**config.mk**
```make
export PLATFORM = sky130hd
export DESIGN_NAME = pixel_ray_scheduler
export DESIGN_NICKNAME = d
export VERILOG_FILES = /design/src/rtl/ray_pkg.sv /design/src/rtl/sync_fifo.sv /design/src/rtl/pixel_ray_scheduler.sv
export SDC_FILE = /design/constraint.sdc
export NUM_CORES = 2
export LEC_CHECK = 0
export BUFFER_PORTS_ARGS = -buffer_cell sky130_fd_sc_hd__buf_2
export CAP_MARGIN = 20
export CORE_UTILIZATION = 40
export DETAILED_ROUTE_END_ITERATION = 7
export GPL_TIMING_DRIVEN = 0
export PLACE_DENSITY = 0.51
export SLEW_MARGIN = 5
export SYNTH_ARGS = -nofsm -noshare
export SYNTH_HDL_FRONTEND = slang
export SYNTH_SLANG_ARGS = --single-unit
```
**constraint.sdc**
```tcl
create_clock -name clk_in -period 11.33 [get_ports clk_in]
set_clock_uncertainty 0.15 [all_clocks]
set_input_delay 1.133 -clock clk_in [delete_from_list [all_inputs] [get_ports clk_in]]
set_output_delay 1.133 -clock clk_in [all_outputs]
set_load 0.005 [all_outputs]
```
**src/rtl/ray_pkg.sv**
```systemverilog
// Shared types for the pixel ray scheduler: frame defaults, coordinate and
// result records, and the scheduler FSM encoding.
package ray_pkg;
  localparam int H_PIXELS_DFLT = 512;
  localparam int V_PIXELS_DFLT = 384;
  localparam int X_W = 11;
  localparam int Y_W = 10;

  typedef struct packed {
    logic [X_W-1:0] x;
    logic [Y_W-1:0] y;
  } pixel_coord_t;

  typedef struct packed {
    pixel_coord_t coord;
    logic [31:0]  dir_x;
    logic [31:0]  dir_y;
    logic [31:0]  dir_z;
  } ray_result_t;

  typedef enum logic [1:0] {
    ST_IDLE,
    ST_ISSUE,
    ST_DRAIN
  } sched_state_t;
endpackage

```
**src/rtl/sync_fifo.sv**
```systemverilog
// Single-clock show-ahead FIFO; push is ignored when full, pop when empty.
module sync_fifo #(
  parameter int WIDTH = 8,
  parameter int DEPTH = 16
) (
  input  logic             gclk,
  input  logic             grst_n,
  input  logic             push,
  input  logic [WIDTH-1:0] push_data,
  input  logic             pop,
  output logic [WIDTH-1:0] pop_data,
  output logic             full,
  output logic             empty
);
  localparam int AW = $clog2(DEPTH);

  logic [WIDTH-1:0] mem [DEPTH];
  logic [AW:0]      wr_ptr, rd_ptr;
  logic             do_push, do_pop;

  // Extra pointer bit distinguishes full from empty when the indices match.
  assign empty    = (wr_ptr == rd_ptr);
  assign full     = (wr_ptr[AW] != rd_ptr[AW]) && (wr_ptr[AW-1:0] == rd_ptr[AW-1:0]);
  assign do_push  = push & ~full;
  assign do_pop   = pop & ~empty;
  assign pop_data = mem[rd_ptr[AW-1:0]];

  always_ff @(posedge gclk or negedge grst_n) begin
    if (!grst_n) begin
      wr_ptr <= '0;
      rd_ptr <= '0;
    end else begin
      if (do_push) wr_ptr <= wr_ptr + 1'b1;
      if (do_pop)  rd_ptr <= rd_ptr + 1'b1;
    end
  end

  always_ff @(posedge gclk) begin
    if (do_push) mem[wr_ptr[AW-1:0]] <= push_data;
  end
endmodule

```
**src/rtl/pixel_ray_scheduler.sv**
```systemverilog
// Raster-order pixel issuer for eye_to_pixel; re-tags returned directions with
// their pixel coordinate and buffers them under credit-based flow control.
module pixel_ray_scheduler
  import ray_pkg::*;
#(
  parameter int H_PIXELS = H_PIXELS_DFLT,
  parameter int V_PIXELS = V_PIXELS_DFLT,
  parameter int DEPTH    = 16
) (
  input  logic           clk_in,
  input  logic           rst_n_in,
  input  logic           start_in,
  output logic           busy_out,
  output logic           frame_done_out,
  output logic [X_W-1:0] x_out,
  output logic [Y_W-1:0] y_out,
  output logic           valid_out,
  input  logic [31:0]    dir_x_in,
  input  logic [31:0]    dir_y_in,
  input  logic [31:0]    dir_z_in,
  input  logic           dir_valid_in,
  output logic [X_W-1:0] ray_x_out,
  output logic [Y_W-1:0] ray_y_out,
  output logic [31:0]    ray_dir_x_out,
  output logic [31:0]    ray_dir_y_out,
  output logic [31:0]    ray_dir_z_out,
  output logic           ray_valid_out,
  input  logic           ray_ready_in,
  output logic           err_out
);
  localparam int CW = $clog2(DEPTH) + 1;

  sched_state_t   state, state_nxt;
  logic [X_W-1:0] x_cnt;
  logic [Y_W-1:0] y_cnt;
  logic [CW-1:0]  in_use;
  logic           issue, pop, last_pix;

  pixel_coord_t   tag_in, tag_head;
  logic           tag_push, tag_pop, tag_full, tag_empty;
  ray_result_t    res_in, res_head, res_shown;
  logic           res_push, res_full, res_empty, dir_ok;

  // A credit covers a ray from issue until its result is popped, so neither
  // FIFO can overflow while in_use is capped at DEPTH.
  assign issue    = (state == ST_ISSUE) && (in_use < CW'(DEPTH));
  assign pop      = ray_valid_out & ray_ready_in;
  assign last_pix = (x_cnt == X_W'(H_PIXELS-1)) && (y_cnt == Y_W'(V_PIXELS-1));
  assign busy_out = (state != ST_IDLE);

  always_ff @(posedge clk_in or negedge rst_n_in) begin
    if (!rst_n_in) state <= ST_IDLE;
    else           state <= state_nxt;
  end

  always_comb begin
    state_nxt      = state;
    frame_done_out = 1'b0;
    case (state)
      ST_IDLE:  if (start_in) state_nxt = ST_ISSUE;
      ST_ISSUE: if (issue && last_pix) state_nxt = ST_DRAIN;
      ST_DRAIN: if (in_use == '0) begin
        state_nxt      = ST_IDLE;
        frame_done_out = 1'b1;
      end
      default:  state_nxt = ST_IDLE;
    endcase
  end

  always_ff @(posedge clk_in or negedge rst_n_in) begin
    if (!rst_n_in) begin
      x_cnt     <= '0;
      y_cnt     <= '0;
      x_out     <= '0;
      y_out     <= '0;
      valid_out <= 1'b0;
    end else begin
      valid_out <= issue;
      if (issue) begin
        x_out <= x_cnt;
        y_out <= y_cnt;
        if (x_cnt == X_W'(H_PIXELS-1)) begin
          x_cnt <= '0;
          y_cnt <= (y_cnt == Y_W'(V_PIXELS-1)) ? '0 : y_cnt + 1'b1;
        end else begin
          x_cnt <= x_cnt + 1'b1;
        end
      end else if (state == ST_IDLE) begin
        x_out <= '0;
        y_out <= '0;
        if (start_in) begin
          x_cnt <= '0;
          y_cnt <= '0;
        end
      end
    end
  end

  always_ff @(posedge clk_in or negedge rst_n_in) begin
    if (!rst_n_in) begin
      in_use <= '0;
    end else begin
      case ({issue, pop})
        2'b10:   in_use <= in_use + 1'b1;
        2'b01:   in_use <= in_use - 1'b1;
        default: in_use <= in_use;
      endcase
    end
  end

  // Tag enters the FIFO in the cycle its coordinate is presented downstream.
  assign tag_in   = '{x: x_out, y: y_out};
  assign tag_push = valid_out & ~tag_full;
  assign dir_ok   = ~tag_empty & ~res_full;
  assign tag_pop  = dir_valid_in & dir_ok;
  assign res_push = tag_pop;
  assign res_in   = {tag_head, dir_x_in, dir_y_in, dir_z_in};

  always_ff @(posedge clk_in or negedge rst_n_in) begin
    if (!rst_n_in)                    err_out <= 1'b0;
    else if (dir_valid_in && !dir_ok) err_out <= 1'b1;
  end

  sync_fifo #(.WIDTH($bits(pixel_coord_t)), .DEPTH(DEPTH)) u_tag_fifo (
    .gclk      (clk_in),
    .grst_n    (rst_n_in),
    .push      (tag_push),
    .push_data (tag_in),
    .pop       (tag_pop),
    .pop_data  (tag_head),
    .full      (tag_full),
    .empty     (tag_empty)
  );

  sync_fifo #(.WIDTH($bits(ray_result_t)), .DEPTH(DEPTH)) u_res_fifo (
    .gclk      (clk_in),
    .grst_n    (rst_n_in),
    .push      (res_push),
    .push_data (res_in),
    .pop       (pop),
    .pop_data  (res_head),
    .full      (res_full),
    .empty     (res_empty)
  );

  // Head fields are forced to zero while empty so stale storage never shows.
  assign ray_valid_out = ~res_empty;
  assign res_shown     = res_empty ? '0 : res_head;
  assign ray_x_out     = res_shown.coord.x;
  assign ray_y_out     = res_shown.coord.y;
  assign ray_dir_x_out = res_shown.dir_x;
  assign ray_dir_y_out = res_shown.dir_y;
  assign ray_dir_z_out = res_shown.dir_z;
endmodule
```
==> run metrics <==
run status=completed; total length of routed met2 wires=108 mm; shortest clock period the worst path allows after layout=approximately 6 ns; routability congestion estimate=0.731; number of search-and-repair iterations in the first detailed-routing pass=7; die area=approximately 0.22 mm2; fraction of power consumed by sequential logic=between 30% and 40%; r2r startpoint=u_tag_fifo.rd_ptr[1]; total DRC errors in the routed layout=0; critical path endpoint category=primary output; Setup WS pre-CTS=between 6 and 7 ns; data arrival time of the worst path=4.69 ns; post-layout net count=roughly 4700; leftover overflow at the end of global routing=0; final count of pins violating max slew=0; mean number of vias per cell=about 5.5; beginning of the worst hold path=err_out; cell type with the highest aggregate area in the netlist=sky130_fd_sc_hd__edfxtp_1; Hold Crit Endpoint=err_out; H-tree lvl count=4; Pwr Total=around 0.027 W; detailed-routed wire length on met3=about 13 mm; number of enable flip-flop cells after synthesis=between 2000 and 2500; initial antenna violation count=30; max-cap violation count=0; leakage power=between 30 and 40 nW; RR Endpoint=u_res_fifo.mem[2][72]; reg2reg path depth=11; net count of the mapped netlist=just over 4000; detailed-route via count=42500; path category of the worst min-delay check=reg2reg; root buffer cell=sky130_fd_sc_hd__clkbuf_16; sequential area share after synthesis=approximately 77%; RSZ-0062 raised after global routing=no; portion of synthesized cell area occupied by the leading cell type=approximately three quarters; final hold vios=0; DR WL/cell=29.1 um; routed wire length=between 200 and 250 mm; number of distinct standard cells referenced by the synthesized netlist=55; Sw Share=between 30% and 40%; Hold Path Cell Cnt=1; worst slew slack as a fraction of its limit=23.3%; clock slew at reported path FFs=about 0.070 ns; setup slack after layout=5.36 ns; critical path launch point type=flop; Initial Util=40.4%; total power divided by cell area=between 200 and 300 mW/mm2; proportion of layout cells with a drive suffix above 1=a little over 30%; Final period util=between 50% and 60%; highest metal layer used by the detailed router=met5; total number of clock tree sinks=around 2300; global-route wire length before repair=321 mm; per-instance average area after synthesis=~22 um2; number of instances resized during post-cts repair=0; number of core rows=~170; Antenna Nets Post-Route=0; slew at the pin closest to its max-slew limit=~1.1 ns; post-route worst hold slack=between 0.3 and 0.4 ns; FMAX=0.167 GHz; logic gate share of total power=roughly a third; first-iteration detailed-routing DRC count=around 3800; width of the die=~470 um; number of warnings reported in the yosys synthesis log=0; number of synthesized register bits=approximately 2300; Layout Area Growth over Synthesis=17.3%; instance count of the mapped netlist=roughly 4000; # port buffers=242; IR drop worst, VDD=roughly 0.2 mV; switching component of the power=slightly below 0.009 W; relative contribution of the clock network to total power=a little over a quarter; total half-perimeter wirelength after legalization and detailed placement=147 mm; internal power of the cells=between 0.015 and 0.02 W; Routed met1 length=between 90 and 100 mm; GRT Util Overall=about a fifth; predominant post-synthesis flop cell=sky130_fd_sc_hd__edfxtp_1; clock network latency to the later pin of the worst-skew pair=0.86 ns; number of buffers added by the clock tree synthesis step=232; clock buffer depth=3; cell area after synthesis=around 0.088 mm2; number of global-route vias before repair=44300; fill cell count=18000; crit path kind=reg2out; final setup violation count=0; TritonCTS clock tree=built; top fanout value on the critical path=10; maximum number of pins on one net before global-route repair=44; Critical Path RT=10.05 ns; number of top-level pins=roughly 240; die extent in y=between 400 and 500 um; Floorplan Core Area=approximately 0.22 mm2; share of flip-flops with an asynchronous set or reset after synthesis=3.12%; top post-synthesis cells by area=sky130_fd_sc_hd__edfxtp_1, sky130_fd_sc_hd__mux4_2, sky130_fd_sc_hd__a211oi_1; Register-to-Register Setup Slack=~7.3 ns
## power groups by stage
stage	Combinational, W	Sequential, W	Clock, W
after floorplan	0.00543	0.0112	0
after global placement	0.00891	0.0115	0
after detailed placement	0.00939	0.0111	0
after CTS	0.00941	0.0110	0.00747
after global routing	0.00990	0.0110	0.00779
final	0.00923	0.0109	0.00730
## cell families (layout without fill, tap and decap cells)
group / Yosys count / count (layout) / share of synthesized area, %
compound gates: 341 / 341 / 2.76
xor+xnor: 33 / 33 / 0.328
fa+ha+maj: 16 / 16 / 0.227
buf+inv: 247 / 1119 / 1.53
flops: 2279 / 2279 / 77.3
mux: 694 / 694 / 15.7
other cells: 0 / 9 / 0
simple gates: 337 / 337 / 2.12
## critical path: stages, from the launching register on
cell and delay, ns:
sky130_fd_sc_hd__dfrtp_1 0.42, sky130_fd_sc_hd__buf_2 0.45, sky130_fd_sc_hd__buf_2 0.49, sky130_fd_sc_hd__buf_2 0.54, sky130_fd_sc_hd__clkbuf_1 0.64, sky130_fd_sc_hd__a211oi_1 0.17, sky130_fd_sc_hd__a211oi_1 0.81, sky130_fd_sc_hd__buf_2 0.25
## per-stage QoR
| step | instances | setup TNS (ns) | utilization, % | instance area [um2] |
|---|---|---|---|---|
| floorplan | 3947 | 0 | - | 88100 |
| global placement | 7043 | -8037.71 | 42.6 | 92900 |
| detailed placement | 7229 | 0 | 44.0 | 95900 |
| CTS | 7659 | 0 | 47.3 | 103000 |
| global route | 7678 | 0 | 47.4 | 103000 |
| finish | 7682 | 0 | 47.4 | 103000 |
## layout by cell type, fill, tap and decap left out, types with 42 or more instances in the layout
master,netlist,layout
sky130_fd_sc_hd__a211oi_1,256,255
sky130_fd_sc_hd__buf_12,0,52
sky130_fd_sc_hd__buf_2,78,319
sky130_fd_sc_hd__buf_4,22,97
sky130_fd_sc_hd__buf_6,32,64
sky130_fd_sc_hd__clkbuf_1,93,156
sky130_fd_sc_hd__clkbuf_16,0,237
sky130_fd_sc_hd__clkinv_1,0,63
sky130_fd_sc_hd__dfrtp_1,71,71
sky130_fd_sc_hd__edfxtp_1,2208,2208
sky130_fd_sc_hd__mux2i_1,138,138
sky130_fd_sc_hd__mux4_2,552,552
sky130_fd_sc_hd__nand2_1,68,68
sky130_fd_sc_hd__nand3_1,42,42
sky130_fd_sc_hd__nor2b_1,138,138
## per-layer routing
layer / up-vias / global-route usage [%]
met5: - / 0
met4: 14 / 5.28
met2: 1197 / 32.5
li1: 18100 / -
met1: 22900 / 28.2
met3: 285 / 3.82
## cell usage after synthesis (all sizes together) (5+ instances only)
library cell  number
a211oi           256
a21oi             29
and2               6
and3              14
buf              142
clkbuf            93
dfrtp             71
edfxtp          2208
ha                16
inv               12
mux2i            138
mux4             552
nand2             68
nand2b             6
nand3             42
nand4              6
nor2              22
nor2b            138
nor3              14
nor3b              5
o21ai             31
xnor2             21
xor2              12
## area by class of cell
type	count	area, um2	area share (%)
Tap cell	2854	3570	3.46
Clock buffer	310	6270	6.07
Timing Repair Buffer	443	4230	4.09
Antenna cell	9	22.5	0.0218
Buffer	235	1310	1.26
Multi-Input combinational cell	1421	18800	18.2
Inverter	12	45.0	0.0436
Sequential cell	2279	68100	65.9
Clock inverter	119	950	0.919
## how the worst max path moves through the flow
stage | cells past startpoint | to | slack [ns] | startpoint
2_1_floorplan | 4 | u_res_fifo.mem[3][0] | 0.73 | dir_valid_in
3_3_place_gp | 4 | u_res_fifo.mem[3][82] | -10.08 | dir_valid_in
3_5_place_dp | 7 | ray_dir_y_out[6] | 6.16 | u_res_fifo.rd_ptr[1]
4_1_cts | 7 | ray_dir_y_out[6] | 5.19 | u_res_fifo.rd_ptr[1]
5_1_grt | 7 | ray_dir_z_out[8] | 5.08 | u_res_fifo.rd_ptr[1]
6_report | 7 | ray_dir_z_out[8] | 5.36 | u_res_fifo.rd_ptr[1]
## flip-flops by register name (all words and copies together) (netlist names), 10 cells and up
signal and cells:
u_res_fifo.mem 1872, u_tag_fifo.mem 336, x_cnt 11, x_out 11, y_cnt 10, y_out 10
## timing repair
action                                 4_1_cts  5_1_grt
hold buffers                                 1        0
buffers inserted                             0        0
endpoints found under the hold margin        9        0
Note: power is estimated with default switching activity, not from simulation.
